`src/rtl/regfile_pkg.sv`:
```
// Shared widths and the writeback request record for the register-file write port.
package regfile_pkg;

    localparam int XLEN   = 32;
    localparam int NREG   = 32;
    localparam int REG_AW = 5;

    typedef struct packed {
        logic              valid;
        logic [REG_AW-1:0] addr;
        logic [XLEN-1:0]   data;
    } wb_req_t;

endpackage

```
`src/rtl/wb_rr_arbiter.sv`:
```
// One-hot grant over N requesters. Round-robin when WB_ARB_RR_EN is defined,
// otherwise fixed priority with the lowest index winning.
module wb_rr_arbiter #(
    parameter int N = 3
) (
    input  logic         clk,
    input  logic         rst,
    input  logic [N-1:0] req,
    output logic [N-1:0] grant
);

    localparam int PW = (N > 1) ? $clog2(N) : 1;

    logic [N-1:0] grant_s;

`ifdef WB_ARB_RR_EN
    logic [PW-1:0] ptr_r;
    logic [PW-1:0] next_ptr_s;
    logic [PW-1:0] idx_s;
    logic          found_s;

    // Search from the pointer, wrapping, and take the first pending requester.
    always_comb begin
        grant_s    = '0;
        found_s    = 1'b0;
        next_ptr_s = ptr_r;
        idx_s      = '0;
        for (int k = 0; k < N; k++) begin
            idx_s = PW'((int'(ptr_r) + k) % N);
            if (req[idx_s] && !found_s) begin
                grant_s[idx_s] = 1'b1;
                found_s        = 1'b1;
                next_ptr_s     = (idx_s == PW'(N - 1)) ? '0 : idx_s + PW'(1);
            end else begin
                grant_s = grant_s;
            end
        end
    end

    // Pointer moves one past the winner; a grant is always a transfer.
    always_ff @(posedge clk or posedge rst) begin
        if (rst) begin
            ptr_r <= '0;
        end else if (found_s) begin
            ptr_r <= next_ptr_s;
        end else begin
            ptr_r <= ptr_r;
        end
    end
`else
    logic unused_clk_s;
    assign unused_clk_s = clk;

    // Isolate the lowest set request bit.
    always_comb begin
        grant_s = req & (~req + N'(1));
    end
`endif

    // No grants while reset is held.
    always_comb begin
        if (rst) begin
            grant = '0;
        end else begin
            grant = grant_s;
        end
    end

endmodule

```
`src/rtl/regfile_wb_arbiter.sv`:
```
// Shares the register-file write port among NREQ writeback requesters and keeps a
// pending-write scoreboard for operand hazard checks. Optional macro: WB_ARB_RR_EN.
module regfile_wb_arbiter
    import regfile_pkg::*;
#(
    parameter int NREQ = 3,
    parameter int XLEN = regfile_pkg::XLEN,
    parameter int NREG = regfile_pkg::NREG
) (
    input  logic                   clk,
    input  logic                   rst,
    input  logic [NREQ-1:0]        req_valid,
    input  logic [NREQ*REG_AW-1:0] req_addr,
    input  logic [NREQ*XLEN-1:0]   req_data,
    output logic [NREQ-1:0]        req_ready,
    output logic                   we3,
    output logic [REG_AW-1:0]      a3,
    output logic [XLEN-1:0]        wd3,
    input  logic                   sb_set,
    input  logic [REG_AW-1:0]      sb_addr,
    input  logic [REG_AW-1:0]      chk_a1,
    input  logic [REG_AW-1:0]      chk_a2,
    output logic                   hazard1,
    output logic                   hazard2
);

    logic [NREQ-1:0] grant_s;
    wb_req_t         sel_s;
    logic [NREG-1:0] busy_r;
    logic [NREG-1:0] busy_nxt_s;

    wb_rr_arbiter #(.N(NREQ)) u_arb (
        .clk   (clk),
        .rst   (rst),
        .req   (req_valid),
        .grant (grant_s)
    );

    assign req_ready = grant_s;

    // Mux the granted requester onto a single record.
    always_comb begin
        sel_s = '0;
        for (int i = 0; i < NREQ; i++) begin
            if (grant_s[i]) begin
                sel_s.valid = 1'b1;
                sel_s.addr  = req_addr[i*REG_AW +: REG_AW];
                sel_s.data  = req_data[i*XLEN +: XLEN];
            end else begin
                sel_s = sel_s;
            end
        end
    end

    // Write port register; x0 writes are consumed without a write enable.
    always_ff @(posedge clk or posedge rst) begin
        if (rst) begin
            we3 <= 1'b0;
            a3  <= '0;
            wd3 <= '0;
        end else if (sel_s.valid && (sel_s.addr != '0)) begin
            we3 <= 1'b1;
            a3  <= sel_s.addr;
            wd3 <= sel_s.data;
        end else begin
            we3 <= 1'b0;
        end
    end

    // Set is applied after clear so a new producer wins on collision.
    always_comb begin
        busy_nxt_s = busy_r;
        if (we3) begin
            busy_nxt_s[a3] = 1'b0;
        end else begin
            busy_nxt_s = busy_nxt_s;
        end
        if (sb_set && (sb_addr != '0)) begin
            busy_nxt_s[sb_addr] = 1'b1;
        end else begin
            busy_nxt_s = busy_nxt_s;
        end
        busy_nxt_s[0] = 1'b0;
    end

    // Scoreboard register.
    always_ff @(posedge clk or posedge rst) begin
        if (rst) begin
            busy_r <= '0;
        end else begin
            busy_r <= busy_nxt_s;
        end
    end

    assign hazard1 = busy_r[chk_a1] && (chk_a1 != '0);
    assign hazard2 = busy_r[chk_a2] && (chk_a2 != '0);

endmodule

```
`config.mk`:
```
export PLATFORM = sky130hd
export DESIGN_NAME = regfile_wb_arbiter
export DESIGN_NICKNAME = d
export VERILOG_FILES = /design/src/rtl/regfile_pkg.sv /design/src/rtl/wb_rr_arbiter.sv /design/src/rtl/regfile_wb_arbiter.sv
export SDC_FILE = /design/constraint.sdc
export NUM_CORES = 1
export LEC_CHECK = 0
export ABC_CLOCK_PERIOD_IN_PS = 1900
export BUFFER_PORTS_ARGS = -buffer_cell sky130_fd_sc_hd__buf_2
export CORE_AREA = 2 2 118 120
export CTS_CLUSTER_DIAMETER = 50
export DETAILED_ROUTE_END_ITERATION = 12
export DIE_AREA = 0 0 120 122
export PLACE_DENSITY = 0.65
export REMOVE_ABC_BUFFERS = 1
export SYNTH_ARGS = -nofsm -noshare
export SYNTH_HDL_FRONTEND = slang
export SYNTH_SLANG_ARGS = --single-unit
```
`constraint.sdc`:
```
create_clock -name clk -period 1.9 [get_ports clk]
set_input_delay 0.095 -clock clk [delete_from_list [all_inputs] [get_ports clk]]
set_output_delay 0.095 -clock clk [all_outputs]
set_load 0.02 [all_outputs]
```
### Yosys cells after proc, flatten, opt, wreduce, memory -nomap -nowiden

Cells that the tools add are included.

| word-level totals | value |
|---|---|
| register bits after elaboration | 69 |
| latch bits | 0 |
| memory bits (writable) | 0 |
| ROM bits | 0 |
| output and inout port bits | 43 |
| logic and storage cells | 41 |
| memories | 0 |

| operators by class | value |
|---|---|
| add/subtract/negate cells | 1 |
| multiply operators | 0 |
| div/mod/pow operators | 0 |
| $lt $le $gt $ge | 6 |
| equality and inequality tests | 0 |
| shift operators | 0 |
| multiplexer cells | 15 |
| bitwise gates (word level) | 5 |
| reductions and logical operators | 10 |

Operator list:

| kind | number |
|---|---|
| 38-bit 2-to-1 mux | 3 |
| 32-bit 2-to-1 mux | 2 |
| 32-bit bitwise AND | 1 |
| 32-bit NOT | 1 |
| 32-bit OR | 1 |
| 5-bit by 6-bit < comparator with 1-bit output (second input constant) | 4 |
| 5-bit nonzero test | 4 |
| 1-bit binary-select mux with 5-bit select | 2 |
| 1-bit demux with 5-bit select | 2 |
| 5-bit by 1-bit >= comparator with 1-bit output (second input constant) | 2 |
| 1-bit logical AND | 6 |
| 1-bit 2-to-1 mux | 5 |
| 3-bit by 1-bit adder with 3-bit output (second input constant) | 1 |
| 3-bit bitwise AND | 1 |
| 3-bit 2-to-1 mux | 1 |
| 3-bit NOT | 1 |

### Longest topological paths before layout

| logic depth | value |
|---|---|
| depth after elaboration | 10 |
| gate-level depth with buffers | 8 |
| gate-level depth less buffers | 5 |

### Cells and area by module

From an unflattened synthesis, not the netlist that was laid out.

| second synthesis, totals | value |
|---|---|
| cells, all modules | 387 |
| area, all modules | 4032.6 um2 |

By module, submodules not included:

| module | instances | cells an instance | area an instance (um2) |
|---|---|---|---|
| regfile_wb_arbiter | 1 | 384 | 4003.8 |
| wb_rr_arbiter | 1 | 3 | 28.8 |

### Worst setup path after synthesis

No wires, ideal clock.

| timing path | value |
|---|---|
| path type | in2reg |
| start | input rst |
| end | register wd3[13] |
| setup time | 0.080 ns |
| arrival time | 2.060 ns |
| data required time | 1.820 ns |
| path slack | -0.240 ns |
| cell stages on the path | 6 |
| cells stage by stage | inv_2 and3_1 clkbuf_1 clkbuf_1 a222oi_1 mux2i_1 |

| between the ends | value |
|---|---|
| elaborated cells between the ends (all ways) | 6 |
| those cells by class | mux: 4; reduce/logical: 2 |

RTL lines:

| item | RTL line | text |
|---|---|---|
| start, declared | regfile_wb_arbiter.sv:11 | `input logic rst,` |
| 3-bit 2-to-1 mux (*) | wb_rr_arbiter.sv:62 | `if (rst) begin` |
| net req_ready[1] | regfile_wb_arbiter.sv:15 | `output logic [NREQ-1:0] req_ready,` |
| 38-bit 2-to-1 mux (*) (2 in series) | regfile_wb_arbiter.sv:45 | `if (grant_s[i]) begin` |
| 5-bit nonzero test | regfile_wb_arbiter.sv:61 | `end else if (sel_s.valid && (sel_s.addr != '0)) begin` |
| 1-bit logical AND | regfile_wb_arbiter.sv:61 |  |
| end signal, assigned | regfile_wb_arbiter.sv:64 | `wd3 <= sel_s.data;` |
| end, declared | regfile_wb_arbiter.sv:18 | `output logic [XLEN-1:0] wd3,` |

The timed path passes the listed nets; every way through them passes the cells marked *.
A chain may end at the register's enable or synchronous reset.

### Final worst setup path

| timing path | value |
|---|---|
| start | register busy_r[10] |
| end | output hazard1 |

| between the ends | value |
|---|---|
| word-level cells in the longest chain between the ends | 3 |

Ends and longest elaborated chain:

| item | RTL line | text |
|---|---|---|
| start, declared | regfile_wb_arbiter.sv:29 | `logic [NREG-1:0] busy_r;` |
| start signal, assigned | regfile_wb_arbiter.sv:91 | `busy_r <= busy_nxt_s;` |
| 1-bit binary-select mux with 5-bit select | regfile_wb_arbiter.sv:95 | `assign hazard1 = busy_r[chk_a1] && (chk_a1 != '0);` |
| 1-bit 2-to-1 mux (implied by the code) | regfile_wb_arbiter.sv:95 |  |
| 1-bit logical AND | regfile_wb_arbiter.sv:95 |  |
| end, declared | regfile_wb_arbiter.sv:23 | `output logic hazard1,` |

Every way passes these cells. The select of a mux whose other input is x is not followed.

==> results.txt <==
----------------------------------------------------
[Finish]
  Syn-to-layout area delta ... 33.8%
  Register area ... 1730 um^2
  Filler Cells Inserted ... 1335
  Final instance area ... 5220 um^2
  Core occupancy in the finished layout ... 38.7%
  Ant. Diodes ... 0
  Post-layout net count ... 673
  Share of cells above drive strength 1 ... 40.8%
  Most common library cell in the layout ignoring fill and taps ... buf_2
  Commonest cells after routing, fill and taps aside ... buf_2 (172), dfrtp_1 (69), o21ai_0 (68)
  Area occupied by multi-input gates ... 1880 um^2

[Timing]
  Final Cycle Share ... 104%
  Highest clock rate ... 508 MHz
  Worst slew margin relative to its limit ... 69.5%
  RSZ-0062 raised after global routing ... true
  Worst path setup slack after routing ... -0.0670 ns
  Count of final hold-check violations ... 0
  Transition at the pin with the smallest max-transition slack ... 0.457 ns
  Maximum clock skew at final layout ... 0.00587 ns
  Final critical delay including setup and external delays ... 1.97 ns
  Count of endpoints failing setup in the final report ... 2
  Final count of pins violating max slew ... 0

[Clocking]
  CTS H-tree depth ... 3
  Clock buffers created by TritonCTS ... 9
  Clock-pin slew on the worst setup and hold paths ... 0.06 ns
  CTS tree ... yes
  Maximum count of clock buffers along a single path ... 2
  CTS Sinks ... 69
  Clock latency on the worst-skew pair ... 0.33 ns
  Library cell used as clock root buffer ... clkbuf_16
  Number of buffers added to fix hold violations after cts ... 0

[Placement]
  Final estimated routing congestion in global placement ... 0.922
  Count of input and output buffers ... 174
  Half-perimeter wire length after detailed placement ... 8780 um
  Placement-stage cell area ... 4900 um^2

[Floorplan]
  Area of the core ... 13500 um^2
  Standard-cell row count ... 43
  Chip width ... 120 um
  Die ar. ... 14600 um^2
  Height of the die ... 122 um
  Ports placed on the boundary ... 175
  Effective utilization at floorplan ... 28.9%

[Run status]
  Violated checks ... negative setup slack
  Result of the run ... complete, but fails checks

[Global routing]
  GR Overflow Total ... 0
  Antenna violations before repair ... 0
  Global Route Usage Sum ... 16.3%
  Number of global-route vias before repair ... 3823
  Pin count of the biggest net entering global routing ... 38
  Global-route wire length before repair ... 19000 um

[Routing]
  Avg WL per Cell ... 16.1 um
  DRC viols ... 0
  Top sig layer ... met4
  Met2 routed WL ... 5880 um
  Vias/cell ... 5.31
  Total wire length ... 11700 um
  Via Count ... 3856
  Drt pass-1 iters ... 9
  Remaining antenna violation count ... 0
  Post-Route M1 WL ... 4630 um
  Routed length on met3 ... 999 um
  Number of violations reported at the end of detailed-routing iteration 0 ... 394

[Critical path]
  R2r startpoint ... a3[1]
  Critical path class ... register to primary output
  Cells on worst reg2reg path ... 4
  Largest driver fanout on the critical path ... 3
  Launching instance or port of the critical path ... busy_r[10]
  Arrival time worst endpoint ... 1.87 ns
  Required time reported for the critical path endpoint ... 1.80 ns
  Critical path endpoint category ... primary output
  Critical Path Start Type ... register

[Synthesis]
  Number of synthesized flops with an enable pin ... 0
  Mapped Cells ... 374
  Synthesized area per cell ... 10.4 um^2
  Count of synthesis-stage warnings from yosys ... 0
  Share of the yosys chip area belonging to registers ... 44.2%
  Number of unique standard cell types used by synthesis ... 40
  Async set-reset flop share out of synthesis ... 100%
  Top flip-flop cell by instance count after synthesis ... dfrtp_1
  Mapped cell area ... 3900 um^2
  #FFs+latches synth ... 69

[Power and ir drop]
  IR drop worst, VDD ... 0.387 mV
  Leakage power of the design ... 2.53 nW
  Total Power Consumption ... 5.31 mW
  Cell area power density ... 1020 nW/um^2

[Job]
  Max_cap viols ... 0

[Worst hold path]
  Class of the worst hold path ... primary input to async pin

----------------------------------------------------
==> per-layer routing <==
layer | global-route usage (%) | vias up
li1 | - | 1761
met1 | 19.9 | 1862
met2 | 28.9 | 213
met3 | 3.60 | 20
met4 | 4.71 | 0
met5 | 0 | -
==> sequential cells by signal, indices dropped and copies added (netlist names) <==
name / cells
we3: 1
a3: 5
wd3: 32
busy_r: 31
==> synth_stat cells (all sizes together) (2+ instances only) <==
cell type,number,area share [%]
o21ai,70,9.0
mux2i,36,9.2
nor2,11,1.1
a222oi,32,8.2
or3b,2,0.45
nand3,13,1.7
mux4,12,6.9
nand3b,7,1.3
a31oi,4,0.64
inv,43,4.1
nor3,2,0.26
nand4,2,0.32
buf,10,2.7
nand2b,2,0.32
a21oi,7,0.90
a221oi,3,0.83
nor2b,5,0.99
nand2,9,0.87
dfrtp,69,44
and3,2,0.32
a211oi,5,0.96
o22ai,2,0.32
mux2,4,1.2
clkbuf,14,1.3
==> where the power goes <==
| part | internal [mW] | switching [mW] |
|---|---|---|
| clock | 1.02 | 0.659 |
| combinational | 0.718 | 0.765 |
| sequential | 1.86 | 0.290 |
| total | 3.59 | 1.71 |
==> final timing paths <==
path	to	slack (ns)
max	hazard1	-0.07
min	wd3[29]	0.01
max reg2reg	busy_r[29]	0.54
min reg2reg	wd3[17]	0.52
max in group asynchronous	busy_r[21]	1.54
min in group clk	wd3[30]	0.07
==> critical path, stage by stage (launching register included) <==
cell      delay, ns
dfrtp_1        0.40
mux4_2         0.47
mux2_4         0.28
a211oi_2       0.18
a21oi_1        0.06
buf_4          0.16
==> final cells by class <==
class | count | area share [%]
Sequential cell | 69 | 33.1
Tap cell | 180 | 4.31
Clock buffer | 9 | 4.31
Inverter | 43 | 3.09
Timing Repair Buffer | 180 | 17.9
Clock inverter | 7 | 1.39
Multi-Input combinational cell | 238 | 35.9
==> kinds of logic after synthesis <==
group           Yosys count  synth area share, %
buf+inv                  67                 8.18
compound gates          127                 21.7
mux                      52                 17.3
simple gates             59                 8.59
flops                    69                 44.2
==> stage by stage <==
stage                     std cells  TNS [ns]  setup WS, ns  hold slack (ns)
after global routing            726    -0.267        -0.145           0.0581
final                           726    -0.133       -0.0670           0.0124
after detailed placement        710         0        0.0320            0.399
after floorplan                 350    -44.65         -1.32            0.254
after global placement          710         0         0.163            0.371
after CTS                       726    -0.158       -0.0790           0.0238
==> what timing repair did <==
action / in CTS / in global routing
pin swaps: 2 / 0
setup buffers: 0 / 0
endpoints found under the setup margin: 2 / 2
gates resized for setup: 5 / 1
endpoints found under the hold margin: 0 / 0
Power figures use the tool's default switching activity.
